`src/rtl/demux_1to8_stream.sv`:
```
// 1-to-8 stream demultiplexer with a one-beat register per output channel.
// Beats are steered by in_sel; each channel pops independently of the rest.
module demux_1to8_stream #(
  parameter int width  = 4,
  parameter int swidth = 3
) (
  input  logic              clk,
  input  logic              rst_n,
  input  logic              in_valid,
  input  logic [width-1:0]  in_data,
  input  logic [swidth-1:0] in_sel,
  output logic              in_ready,
  output logic [width-1:0]  o0,
  output logic [width-1:0]  o1,
  output logic [width-1:0]  o2,
  output logic [width-1:0]  o3,
  output logic [width-1:0]  o4,
  output logic [width-1:0]  o5,
  output logic [width-1:0]  o6,
  output logic [width-1:0]  o7,
  output logic [7:0]        o_valid,
  input  logic [7:0]        o_ready,
  output logic [7:0]        xfer_cnt
);

  typedef enum logic {
    EMPTY = 1'b0,
    FULL  = 1'b1
  } ch_state_e;

  ch_state_e        st_q   [8];
  logic [width-1:0] data_q [8];
  logic [7:0]       cnt_q;
  logic [7:0]       cnt_d;
  logic [7:0]       load;
  logic [7:0]       pop;
  logic             accept;

  // A full slot may take a new beat only if it drains on the same edge.
  always_comb begin
    in_ready = rst_n & (~o_valid[in_sel] | o_ready[in_sel]);
  end

  assign accept = in_valid & in_ready;

  for (genvar k = 0; k < 8; k++) begin : g_ch
    assign o_valid[k] = (st_q[k] == FULL);
    assign pop[k]     = o_valid[k] & o_ready[k];
    assign load[k]    = accept & (in_sel == swidth'(k));

    always_ff @(posedge clk) begin
      if (!rst_n) begin
        st_q[k]   <= EMPTY;
        data_q[k] <= '0;
      end else begin
        unique case (st_q[k])
          EMPTY: begin
            if (load[k]) begin
              st_q[k]   <= FULL;
              data_q[k] <= in_data;
            end
          end
          FULL: begin
            if (load[k]) begin
              data_q[k] <= in_data;
            end else if (pop[k]) begin
              st_q[k] <= EMPTY;
            end
          end
          default: st_q[k] <= EMPTY;
        endcase
      end
    end
  end

  always_comb begin
    cnt_d = cnt_q;
    if (accept) begin
      cnt_d = cnt_q + 8'd1;
    end
  end

  always_ff @(posedge clk) begin
    if (!rst_n) begin
      cnt_q <= '0;
    end else begin
      cnt_q <= cnt_d;
    end
  end

  assign xfer_cnt = cnt_q;
  assign o0 = data_q[0];
  assign o1 = data_q[1];
  assign o2 = data_q[2];
  assign o3 = data_q[3];
  assign o4 = data_q[4];
  assign o5 = data_q[5];
  assign o6 = data_q[6];
  assign o7 = data_q[7];

endmodule
```
`config.mk`:
```
export PLATFORM = sky130hd
export DESIGN_NAME = demux_1to8_stream
export DESIGN_NICKNAME = d
export VERILOG_FILES = /design/src/rtl/demux_1to8_stream.sv
export SDC_FILE = /design/constraint.sdc
export NUM_CORES = 1
export LEC_CHECK = 0
export ABC_AREA = 0
export CELL_PAD_IN_SITES_DETAIL_PLACEMENT = 0
export CELL_PAD_IN_SITES_GLOBAL_PLACEMENT = 1
export CORE_MARGIN = 2
export CORE_UTILIZATION = 36
export CTS_CLUSTER_DIAMETER = 120
export DETAILED_ROUTE_END_ITERATION = 10
export HOLD_SLACK_MARGIN = 0.15
export PLACE_DENSITY = 0.88
export SLEW_MARGIN = 30
export SYNTH_ARGS = -nofsm -noshare
export SYNTH_HDL_FRONTEND = slang
export SYNTH_SLANG_ARGS = --single-unit
```
`constraint.sdc`:
```
create_clock -name clk -period 2.9 [get_ports clk]
set_input_delay 0.29 -clock clk [delete_from_list [all_inputs] [get_ports clk]]
set_output_delay 0.29 -clock clk [all_outputs]
set_load 0.005 [all_outputs]
```
; ---- Yosys cells after proc, flatten, opt, wreduce, memory -nomap -nowiden
; Memory sizes are Yosys's and may differ from the RTL's.
; Index checks and enable logic that the tools add are counted.
[totals]
reg_bits = 8
latch_bits = 0
wordCells = 198
mem_bits_ro = 0
mem_bits_rw = 40
memories = 2
input_bits = 18
[mem_list]
columns = name, words, width, rd, rd_clocked_by_memory_dff, wr, line_no
row1 = data_q, 8, 4, 8, 0, 8, 32  ; logic [width-1:0] data_q [8];
row2 = st_q, 8, 1, 8, 0, 8, 31  ; ch_state_e st_q [8];
[classes]
eq_ne = 7
n_div = 0
addsub = 1
shift = 0
muxes = 133
n_reduce_logical = 1
mul = 0
n_lt_le_gt_ge = 1
bitwise = 52
[ops]
columns = op, count
row1 = 1-bit 2-to-1 mux, 115
row2 = 4-bit 2-to-1 mux, 16
row3 = 1-bit OR, 33
row4 = 1-bit bitwise AND, 18
row5 = 3-bit equality test (second input constant), 4
row6 = 8-bit by 1-bit adder with 8-bit output (second input constant), 1
row7 = 1-bit binary-select mux with 3-bit select, 2
row8 = 3-bit by 2-bit equality test with 1-bit output (second input constant), 2
row9 = 3-bit by 4-bit < comparator with 1-bit output (second input constant), 1
row10 = 3-bit by 1-bit equality test with 1-bit output (second input constant), 1
row11 = 3-bit zero test, 1
row12 = 1-bit NOT, 1

; ---- Logic depth before layout (Yosys ltp)
; Gate-level depths: netlist of the first run.
[logic_depth]
word_depth = 13
ltp_mapped = 7

; ---- Worst setup path before layout of the first run
; No wires, ideal clock.
[synth_timing]
path_type = register -> register
from = mem st_q[1][3] in the netlist's numbering
to = mem data_q[6][2] (netlist: data_q[1][10]), enable pin
setup_slack_ps = 842
t_required_ps = 2539
stages_incl_launch_ff = 6
arrival_ps = 1696
n_path_buf = 0
cell_sequence = edfxtp_1 -> nor2b_1 -> mux4_2 -> nor2_1 -> inv_1 -> o21ai_0
[synth_rtl]
columns = element, line_no
row1 = "start, declared", 31
row2 = "end, declared", 32

; ---- Worst setup path in the final report of the first run
[layout_timing]
from = in in_sel[0]
to = out in_ready
[layout_between]
elab_chain_len = 5
word_cells_on_any_way = 7
classes_between = 4 x mux / 3 x bitwise
[layout_lines]
columns = element, line_no
row1 = "start, declared", 11  ; input logic [swidth-1:0] in_sel,
row2 = 1-bit binary-select mux with 3-bit select, 41  ; in_ready = rst_n & (~o_valid[in_sel] | o_ready[in_sel]);
row3 = 1-bit 2-to-1 mux (not written as such), 41
row4 = 1-bit NOT, 41
row5 = 1-bit OR *, 41
row6 = 1-bit bitwise AND *, 41
row7 = "end, declared", 12  ; output logic in_ready,
; Every way passes the cells marked *; elsewhere a longest branch is shown, timed or not. The select of a mux whose other input is x is not followed.

==> results of run 1 <==
==> per-layer routing <==
metal | track usage | share of wire | vias to the layer above
met5 | 0 | 0 | -
li1 | - | - | 871
met3 | 0.0258 | 0.050 | 4
met4 | 0.0522 | 0.012 | 0
met2 | 0.243 | 0.47 | 66
met1 | 0.211 | 0.46 | 853
==> cells by family after synthesis <==
kind of cell / share of synthesized area
simple gates: 0.229
flops: 0.603
compound gates: 0.103
buf+inv: 0.0363
mux: 0.0190
xor+xnor: 0.00391
fa+ha+maj: 0.00558
==> report_power, final <==
group | internal, mW | switching [mW]
clock | 0.304 | 0.206
combinational | 0.105 | 0.0954
sequential | 0.775 | 0.0183
total | 1.18 | 0.320
==> flip-flops by register name, summed over array words and instances (netlist names) <==
register,cells
xfer_cnt,8
data_q,32
st_q,8
==> critical path: cells and delay by family <==
kind,cells,cell delay (ns)
AOI/OAI and AO/OA,1,0.25
buffers and inverters,2,1.14
and+or+nand+nor,3,0.78
==> synthesized netlist by cell type (all sizes together) <==
master and count:
a211oi 1, a21oi 6, and2 16, and4b 1, buf 6, clkbuf 7
clkinv 1, dfxtp 9, edfxtp 39, ha 1, inv 3, mux2i 2
mux4 1, nand2 11, nand2b 5, nand3 5, nand4 2, nor2 6
nor2b 5, nor3 21, nor4 8, nor4b 1, nor4bb 2, o211ai 5
o21ai 10, o2bb2a 1, o311ai 9, o31ai 1, or2 2, or3 4
or4 1, xor2 1
==> final timing paths <==
check             depth (start not counted)                endpoint
setup / recovery                          6                in_ready
hold / removal                            2      st_q[1][0]$_DFF_P_
setup reg to reg                          5  data_q[1][5]$_DFFE_PP_
hold reg to reg                           2      st_q[1][0]$_DFF_P_
==> layout make-up <==
cell class                      instances  area share
Sequential cell                        48       0.434
Timing Repair Buffer                   74       0.231
Clock buffer                            7      0.0309
Clock inverter                          1     0.00964
Multi-Input combinational cell        128       0.259
Inverter                                4     0.00482
Tap cell                               75      0.0301
==> layout by cell type, fill, tap and decap left out <==
master,Yosys,final
a211oi_1,1,1
a21oi_1,6,6
and2_1,16,16
and4b_4,1,1
buf_4,0,8
bufinv_16,0,1
clkbuf_8,0,7
clkdlybuf4s50_1,0,66
clkinv_1,1,1
dfxtp_1,9,9
edfxtp_1,39,39
ha_1,1,1
inv_1,3,3
mux2i_1,2,2
mux4_2,1,1
nand2_1,11,11
nand2b_1,5,5
nand3_1,5,5
nand4_1,2,2
nor2_1,6,6
nor2b_1,5,5
nor3_1,21,21
nor4_1,7,7
nor4_2,1,1
nor4b_1,1,1
nor4bb_1,2,2
o211ai_1,5,5
o21ai_0,10,10
o2bb2a_4,1,1
o311ai_0,9,9
o31ai_1,1,1
or2_2,2,2
or3_1,4,4
or4_1,1,1
xor2_1,1,1
==> summary.log, run 1 <==
qor: status.run_status complete, no violations
qor: synth.synth_top_cell_area_share 0.523
qor: sta.tightest_slew 0.564 ns
qor: clock_tree.cts_resized 0
qor: power_and_ir_drop.power.density 483 nW/um^2
qor: worst_setup_path.rrSetupSlack 0.59 ns
qor: global_routing.grt_usage 0.152
qor: synth.synthesis.instances 193
qor: synth.yosysWarnings 0
qor: floorplan.design.core.area 5960 sq um
qor: finish.finish.net_count 280
qor: finish.drive_above_1_share 0.0840
qor: routing.drt_drc_violations_left 0
qor: finish.seq_area 1350 sq um
qor: sta.unrepaired_setup_endpoints_after_global_routing false
qor: clock_tree.root_buffer clkbuf_8
qor: synth.synth_seq_area_share 0.603
qor: floorplan.floorplan.rows 28
qor: worst_setup_path.timing.critical_path.fanout_max 11
qor: min_path.worst_hold_startpoint st_q[1][0]$_DFF_P_
qor: sta.fmax 365 MHz
qor: sta.post-route-worst-setup-slack 0.161 ns
qor: worst_setup_path.rr_startpoint st_q[1][3]$_SDFFCE_PP0P_
qor: routing.avgViaCountPerCell 5.32
qor: synth.syn_area_per_cell 11.6 sq um
qor: placed_design.buffer_ports.inserted 66
qor: placed_design.dp_slack 0.127 ns
qor: finish.nFillCells 582
qor: run.cap_violations 0
qor: min_path.holdCritPathClass flop to flop
qor: worst_setup_path.cpMostUsedCell clkdlybuf4s50_1
qor: clock_tree.cts-hold-fix-buffers 0
qor: routing.drt_pass1_iterations 4
qor: sta.setup-tns-final 0 ns
qor: sta.whs 0.487 ns
qor: worst_setup_path.timing.critical_path.from in_sel[0]
qor: power_and_ir_drop.static-leakage-power 1.03 nW
qor: synth.count_of_distinct_cell_types_in_the_synthesized_netlist 35
qor: finish.finish.instance_area 3120 sq um
qor: floorplan.die_width 82.9 microns
qor: power_and_ir_drop.design_power_total 1.50 mW
qor: finish.final-instance-count-excl-fill 337
qor: routing.dr_total_vias 1794
qor: worst_setup_path.crit_type input port to output port
qor: power_and_ir_drop.ir_worst_vdd 0.209 mV
qor: floorplan.die-height 82.9 microns
qor: placed_design.place_inst 329
qor: clock_tree.cts_buffer_depth 2
qor: routing.totalWireLength 5150 microns
qor: clock_tree.cts_made_buffers 5
qor: placed_design.finalWeightedCongestion 0.851
qor: worst_setup_path.worstPathCellList clkdlybuf4s50_1 > and4b_4 > nor4_2 > nor2_1 > a211oi_1 > clkdlybuf4s50_1
qor: floorplan.start_util 0.376
qor: clock_tree.tritoncts yes
qor: floorplan.die-area 6870 sq um
qor: placed_design.area_post_placement 2990 sq um
qor: finish.insertedDiodeCount 0
qor: clock_tree.clkSinkCount 48
qor: worst_setup_path.cp_data_arrival_time 2.45 ns
qor: sta.period_needed 2.74 ns
qor: global_routing.grt_max_degree 25
qor: routing.routedWlPerCell 15.3 microns
qor: clock_tree.clock_insertion_delay_worst_skew 0.29 ns
qor: sta.relSlewSlack 0.620
qor: global_routing.grt_first_pass_wirelength 8490 microns
qor: sta.timing.final.hold_violations 0
qor: synth.syn_area 2240 sq um
qor: global_routing.gr-total-overflow 0
qor: worst_setup_path.worst_ep_required_time 2.61 ns
qor: synth.synth_top_cells_by_area edfxtp_1 (52%), dfxtp_1 (8.0%), nor3_1 (4.7%), and2_1 (4.5%), o311ai_0 (3.5%)
qor: routing.drt_first_iter_violations 111
qor: synth.synth-seq-cells 48
qor: sta.period_share 0.944
qor: clock_tree.post-cts-setup-buffers 0
qor: finish.multiInputGateArea 808 sq um
qor: clock_tree.htree_depth 2
qor: sta.finalMaxSlewViolations 0
qor: sta.worst_clock_skew 0.00644 ns
qor: finish.area.growth.synth_to_final 39.0%
qor: synth.syn_nets 212
qor: worst_setup_path.cp-end-kind output port
qor: global_routing.first_global_vias 1712
qor: placed_design.dpl.hpwl 3770 microns
qor: synth.post-synth-top-area-cell edfxtp_1
qor: sta.report.final.setup_viol 0
qor: routing.route.antenna.remaining_nets 0
qor: floorplan.design.portCount 67
qor: worst_setup_path.cp-start-kind input port
qor: global_routing.number_of_antenna_violations_at_the_first_check_in_global_routing 0
qor: worst_setup_path.worst_path_max_delay_cell clkdlybuf4s50_1
qor: finish.fin_util 0.523
qor: worst_setup_path.max_stage_delay 0.59 ns
qor: clock_tree.clk_transition_reported_paths 0.08 ns
(Power assumes the default switching activity.)
==> run 2: changes to the inputs <==
- CAP_MARGIN: unset -> 20
- clock period: 2.9 -> 3.05 ns (I/O delays scaled with it)
==> summary.log, run 2 (synthesized netlist as in run 1, its figures left out) <==
qor: finish.fin_util 0.514 [-0.00882]
qor: worst_setup_path.crit_type input port to output port
qor: status.run_status complete, no violations
qor: sta.period_share 0.911
qor: finish.area.growth.synth_to_final 36.7%
qor: finish.finish.instance_area 3060 sq um [-1.7%]
qor: clock_tree.clkSinkCount 48 [unchanged]
qor: power_and_ir_drop.sw_frac_of_total 0.214 [+0.000901]
qor: floorplan.start_util 0.376 [unchanged]
qor: global_routing.first_global_vias 1645 [-3.9%]
qor: finish.largest_register_ff_count 32 [unchanged]
qor: global_routing.grt_max_degree 40 [+60%]
qor: worst_setup_path.timing.critical_path.fanout_max 11 [unchanged]
qor: routing.routedWlPerCell 15.4 microns [+1.0%]
qor: power_and_ir_drop.power_switching 304 uW [-5.0%]
qor: power_and_ir_drop.power.internal 1.12 mW [-5.5%]
qor: worst_setup_path.cp_data_arrival_time 2.47 ns [+0.02 ns]
qor: power_and_ir_drop.power.combinational.fraction 0.127 [-0.006]
qor: power_and_ir_drop.ir_worst_vdd 0.182 mV [-13%]
qor: finish.layout.cells.most_common clkdlybuf4s50_1
qor: routing.avgViaCountPerCell 5.29 [-0.67%]
qor: run.cap_violations 0 [unchanged]
qor: placed_design.dpl.hpwl 3710 microns [-1.5%]
qor: sta.timing.final.hold_violations 0 [unchanged]
qor: clock_tree.cts_made_buffers 5 [unchanged]
qor: sta.unrepaired_setup_endpoints_after_global_routing false
qor: worst_setup_path.max_stage_delay 0.59 ns [about the same]
qor: sta.period_needed 2.78 ns
qor: min_path.holdCritPathClass flop to flop
qor: power_and_ir_drop.sequentialPowerShare 0.531 [+0.004]
qor: floorplan.die-area 6870 sq um [unchanged]
qor: routing.drt_pass1_iterations 4 [unchanged]
qor: power_and_ir_drop.design_power_total 1.42 mW [-5.4%]
qor: worst_setup_path.worstPathCellList clkdlybuf4s50_1 > and4b_4 > nor4_2 > nor2_1 > a211oi_1 > clkdlybuf4s50_1
qor: sta.setup-tns-final 0 ns [unchanged]
qor: clock_tree.root_buffer clkbuf_8
qor: clock_tree.clk_transition_reported_paths 0.08 ns [about the same]
qor: finish.drive_above_1_share 0.0588 [-0.0251]
qor: finish.nFillCells 562 [-3.4%]
qor: finish.insertedDiodeCount 0 [unchanged]
qor: worst_setup_path.crit_buf_inv 2 [unchanged]
qor: worst_setup_path.worst_ep_required_time 2.74 ns [+0.13 ns]
qor: floorplan.floorplan.rows 28 [unchanged]
qor: routing.route.antenna.remaining_nets 0 [unchanged]
qor: routing.totalWireLength 5100 microns [-1.1%]
qor: floorplan.die_width 82.9 microns [unchanged]
qor: sta.relSlewSlack 0.636 [+0.0164]
qor: placed_design.area_post_placement 2940 sq um [-1.8%]
qor: floorplan.die-height 82.9 microns [unchanged]
qor: finish.multiInputGateArea 808 sq um [unchanged]
qor: worst_setup_path.worst_path_dominant_cell_family buffers and inverters
qor: worst_setup_path.worst_path_max_delay_cell clkdlybuf4s50_1
qor: clock_tree.cts_buffer_depth 2 [unchanged]
qor: power_and_ir_drop.power.density 464 nW/um^2 [-3.8%]
qor: routing.drt_drc_violations_left 0 [unchanged]
qor: clock_tree.cts-hold-fix-buffers 0 [unchanged]
qor: clock_tree.clock_insertion_delay_worst_skew 0.30 ns [about the same]
qor: worst_setup_path.cp-start-kind input port
qor: finish.largest-register data_q
qor: power_and_ir_drop.clock_network_fraction_of_total_power 0.342 [+0.002]
qor: finish.finish.net_count 273 [-2.5%]
qor: floorplan.design.portCount 67 [unchanged]
qor: routing.dr_total_vias 1745 [-2.7%]
qor: placed_design.buffer_ports.inserted 66 [unchanged]
qor: clock_tree.post-cts-setup-buffers 0 [unchanged]
qor: placed_design.finalWeightedCongestion 0.766 [-10%]
qor: worst_setup_path.cp-end-kind output port
qor: power_and_ir_drop.static-leakage-power 1.00 nW [-3.2%]
qor: sta.finalMaxSlewViolations 0 [unchanged]
qor: global_routing.gr-total-overflow 0 [unchanged]
qor: clock_tree.tritoncts yes
qor: floorplan.design.core.area 5960 sq um [unchanged]
qor: global_routing.grt_first_pass_wirelength 8350 microns [-1.7%]
qor: clock_tree.htree_depth 2 [unchanged]
qor: finish.mostFrequentLayoutCells clkdlybuf4s50_1 (66), edfxtp_1 (39), nor3_1 (21)
qor: routing.drt_first_iter_violations 95 [-14%]
qor: sta.fmax 360 MHz
qor: sta.report.final.setup_viol 0 [unchanged]
qor: clock_tree.cts_resized 0 [unchanged]
qor: sta.tightest_slew 0.540 ns [-0.0243 ns]
qor: sta.worst_clock_skew 0.0101 ns [+0.00369 ns]
qor: worst_setup_path.cpMostUsedCell clkdlybuf4s50_1
qor: finish.seq_area 1350 sq um [unchanged]
qor: global_routing.grt_usage 0.151 [-0.000928]
qor: global_routing.number_of_antenna_violations_at_the_first_check_in_global_routing 0 [unchanged]
-- run 2: changes by cell type in the layout (fill, tap and decap cells not counted), sizes merged --
cell | previous run | this run
buf | 8 | 1
-- run 2: path summary, 6_finish.rpt --
kind | startpoint | end | slack, ns | cells past startpoint
setup / recovery | in_sel[0] | in_ready | 0.27 | 6
hold / removal | xfer_cnt[7]$_SDFFE_PN0P_ | xfer_cnt[7]$_SDFFE_PN0P_ | 0.49 | 2
setup reg to reg | st_q[0][3]$_SDFFCE_PP0P_ | data_q[0][2]$_DFFE_PP_ | 0.70 | 4
hold reg to reg | xfer_cnt[7]$_SDFFE_PN0P_ | xfer_cnt[7]$_SDFFE_PN0P_ | 0.49 | 2
-- run 2: area by class of cell --
class | count | share of cell area
clock inverter | 1 | 0.00980
tap | 75 | 0.0306
clock buffer | 7 | 0.0315
sequential | 48 | 0.441
multi-input combinational | 128 | 0.264
timing repair buffer | 67 | 0.218
inverter | 4 | 0.00490
-- run 2: power groups by stage --
stage / sequential, mW / clock [mW] / combinational (mW)
2_1_floorplan: 0.770 / 0 / 0.0784
3_3_place_gp: 0.769 / 0 / 0.178
3_5_place_dp: 0.770 / 0 / 0.181
4_1_cts: 0.755 / 0.499 / 0.182
5_1_grt: 0.759 / 0.524 / 0.197
6_report: 0.755 / 0.487 / 0.181
-- run 2: per-layer routing --
metal  track usage  share of wire  wire length (microns)
met1         0.206           0.44                   2270
met2         0.233           0.46                   2360
met3        0.0348          0.067                    340
met4        0.0641          0.025                    125
met5             0              0                      0
-- run 2: worst reg2reg max path: stages (launching register included) --
cell,delay (ns)
edfxtp_1,0.46
and4b_4,0.23
nor4_2,0.40
nand2_1,0.35
o21ai_0,0.54
-- run 2: stage by stage --
step | hold WS [ns] | setup slack, ns | instances
after floorplan | 0.468 | 0.992 | 193
after global placement | 0.464 | 0.288 | 322
after detailed placement | 0.479 | 0.168 | 322
after CTS | 0.494 | 0.279 | 330
after global routing | 0.537 | 0.133 | 330
final | 0.487 | 0.271 | 330
==> run 3: changes to the inputs <==
- CORE_UTILIZATION: 36 -> 39
- GPL_ROUTABILITY_DRIVEN: unset -> 1
- PLACE_DENSITY: 0.88 -> 0.94
- clock period: 3.05 -> 3.5 ns (I/O delays scaled with it)
==> summary.log, run 3 (synthesized netlist as in run 1, its figures left out) <==
qor: status.run_status complete, no violations
qor: min_path.worst_hold_startpoint xfer_cnt[7]$_SDFFE_PN0P_
qor: finish.layout.cells.most_common clkdlybuf4s50_1
qor: routing.drt_first_iter_violations 117 [+23%]
qor: worst_setup_path.cp-end-kind output port
qor: sta.setup-tns-final 0 ns [unchanged]
qor: finish.finish.net_count 273 [unchanged]
qor: floorplan.start_util 0.404 [+0.0282]
qor: finish.drive_above_1_share 0.0549 [-0.00392]
qor: sta.fmax 353 MHz
qor: routing.totalWireLength 4850 microns [-4.8%]
qor: sta.relSlewSlack 0.619 [-0.0171]
qor: finish.fin_util 0.545 [+0.0309]
qor: sta.report.final.setup_viol 0 [unchanged]
qor: sta.timing.final.hold_violations 0 [unchanged]
qor: worst_setup_path.worst_ep_required_time 3.15 ns [+0.41 ns]
qor: global_routing.grt_usage 0.163 [+0.0120]
qor: sta.unrepaired_setup_endpoints_after_global_routing false
qor: clock_tree.clock_insertion_delay_worst_skew 0.30 ns [about the same]
qor: clock_tree.clkSinkCount 48 [unchanged]
qor: clock_tree.post-cts-setup-buffers 0 [unchanged]
qor: clock_tree.cts_buffer_depth 2 [unchanged]
qor: clock_tree.root_buffer clkbuf_8
qor: finish.largest-register data_q
qor: clock_tree.cts_resized 0 [unchanged]
qor: floorplan.floorplan.rows 27 [-3.6%]
qor: clock_tree.cts_made_buffers 5 [unchanged]
qor: floorplan.die-height 79.8 microns [-3.7%]
qor: placed_design.finalWeightedCongestion 0.767 [+0.18%]
qor: finish.largest_register_ff_count 32 [unchanged]
qor: sta.period_share 0.808
qor: sta.tightest_slew 0.565 ns [+0.0253 ns]
qor: clock_tree.htree_depth 2 [unchanged]
qor: worst_setup_path.timing.critical_path.fanout_max 11 [unchanged]
qor: min_path.min_delay_path_depth 2 [unchanged]
qor: floorplan.die_width 79.8 microns [-3.7%]
qor: worst_setup_path.crit_type input port to output port
qor: finish.final-instance-count-excl-fill 327 [-0.91%]
qor: floorplan.die-area 6370 sq um [-7.3%]
qor: routing.routedWlPerCell 14.8 microns [-3.9%]
qor: finish.mostFrequentLayoutCells clkdlybuf4s50_1 (66), edfxtp_1 (39), nor3_1 (21)
qor: routing.drt_pass1_iterations 4 [unchanged]
qor: sta.finalMaxSlewViolations 0 [unchanged]
qor: global_routing.first_global_vias 1585 [-3.6%]
qor: finish.insertedDiodeCount 0 [unchanged]
qor: run.cap_violations 0 [unchanged]
qor: sta.period_needed 2.83 ns
qor: clock_tree.tritoncts yes
qor: clock_tree.cts-hold-fix-buffers 0 [unchanged]
qor: placed_design.buffer_ports.inserted 66 [unchanged]
qor: placed_design.dp_slack 0.593 ns [+0.425 ns]
qor: min_path.holdCritPathClass flop to flop
qor: finish.area.growth.synth_to_final 34.8%
qor: power_and_ir_drop.power.density 374 nW/um^2 [-19%]
qor: routing.avgViaCountPerCell 5.31 [+0.34%]
qor: placed_design.place_inst 319 [-0.93%]
qor: floorplan.design.core.area 5540 sq um [-7.0%]
qor: clock_tree.clk_transition_reported_paths 0.08 ns [about the same]
qor: global_routing.number_of_antenna_violations_at_the_first_check_in_global_routing 0 [unchanged]
qor: placed_design.dpl.hpwl 3630 microns [-2.2%]
qor: power_and_ir_drop.static-leakage-power 0.974 nW [-2.7%]
qor: worst_setup_path.rr_startpoint st_q[1][2]$_SDFFCE_PP0P_
qor: sta.worst_clock_skew 0.00278 ns [-0.00734 ns]
qor: power_and_ir_drop.ir_worst_vdd 0.159 mV [-13%]
qor: sta.post-route-worst-setup-slack 0.670 ns [+0.399 ns]
qor: worst_setup_path.r2r.worst_path.cells 5 [+1]
qor: finish.nFillCells 499 [-11%]
qor: worst_setup_path.cp_data_arrival_time 2.48 ns [about the same]
qor: worst_setup_path.timing.critical_path.from in_sel[0]
qor: routing.drt_drc_violations_left 0 [unchanged]
qor: global_routing.gr-total-overflow 0 [unchanged]
qor: floorplan.design.portCount 67 [unchanged]
qor: routing.dr_total_vias 1735 [-0.57%]
qor: routing.route.antenna.remaining_nets 0 [unchanged]
qor: global_routing.grt_first_pass_wirelength 7910 microns [-5.2%]
qor: global_routing.grt_max_degree 40 [unchanged]
qor: worst_setup_path.cp-start-kind input port
-- run 3: path summary, 6_finish.rpt --
check	slack, ns	endpoint
max	0.67	in_ready
min	0.49	xfer_cnt[7]$_SDFFE_PN0P_
max reg2reg	1.18	data_q[1][7]$_DFFE_PP_
min reg2reg	0.49	xfer_cnt[7]$_SDFFE_PN0P_
-- run 3: worst max-delay path, cell delays in order --
cell	delay (ns)
clkdlybuf4s50_1	0.67
mux4_2	0.63
a211oi_1	0.28
clkdlybuf4s50_1	0.54
-- run 3: report_power, final --
part	switching (mW)	total, mW	internal, mW
clock	0.178	0.316	0.138
combinational	0.0760	0.156	0.0804
sequential	0.0151	0.657	0.642
-- run 3: final cells by class --
type | instances | area, sq um | area share
clock inverter | 3 | 18.8 | 0.00621
sequential | 48 | 1350 | 0.447
tap | 72 | 90.1 | 0.0298
clock buffer | 5 | 68.8 | 0.0228
multi-input combinational | 128 | 808 | 0.268
timing repair buffer | 67 | 668 | 0.221
inverter | 4 | 15.0 | 0.00497
-- run 3: per-stage QoR --
| stage | hold slack, ns | instance area, sq um | power [mW] |
|---|---|---|---|
| 2_1_floorplan | 0.468 | 2240 | 0.739 |
| 3_3_place_gp | 0.464 | 2930 | 0.823 |
| 3_5_place_dp | 0.476 | 2930 | 0.827 |
| 4_1_cts | 0.495 | 3020 | 1.14 |
| 5_1_grt | 0.531 | 3020 | 1.18 |
| 6_report | 0.493 | 3020 | 1.13 |
-- run 3: routing by layer --
metal / share of wire / wire length (microns) / up-vias / track usage
met3: 0.065 / 313 / 6 / 0.0373
met1: 0.45 / 2180 / 806 / 0.218
met4: 0.016 / 77 / 0 / 0.0576
met2: 0.47 / 2280 / 64 / 0.261
met5: 0 / 0 / - / 0
li1: - / - / 859 / -
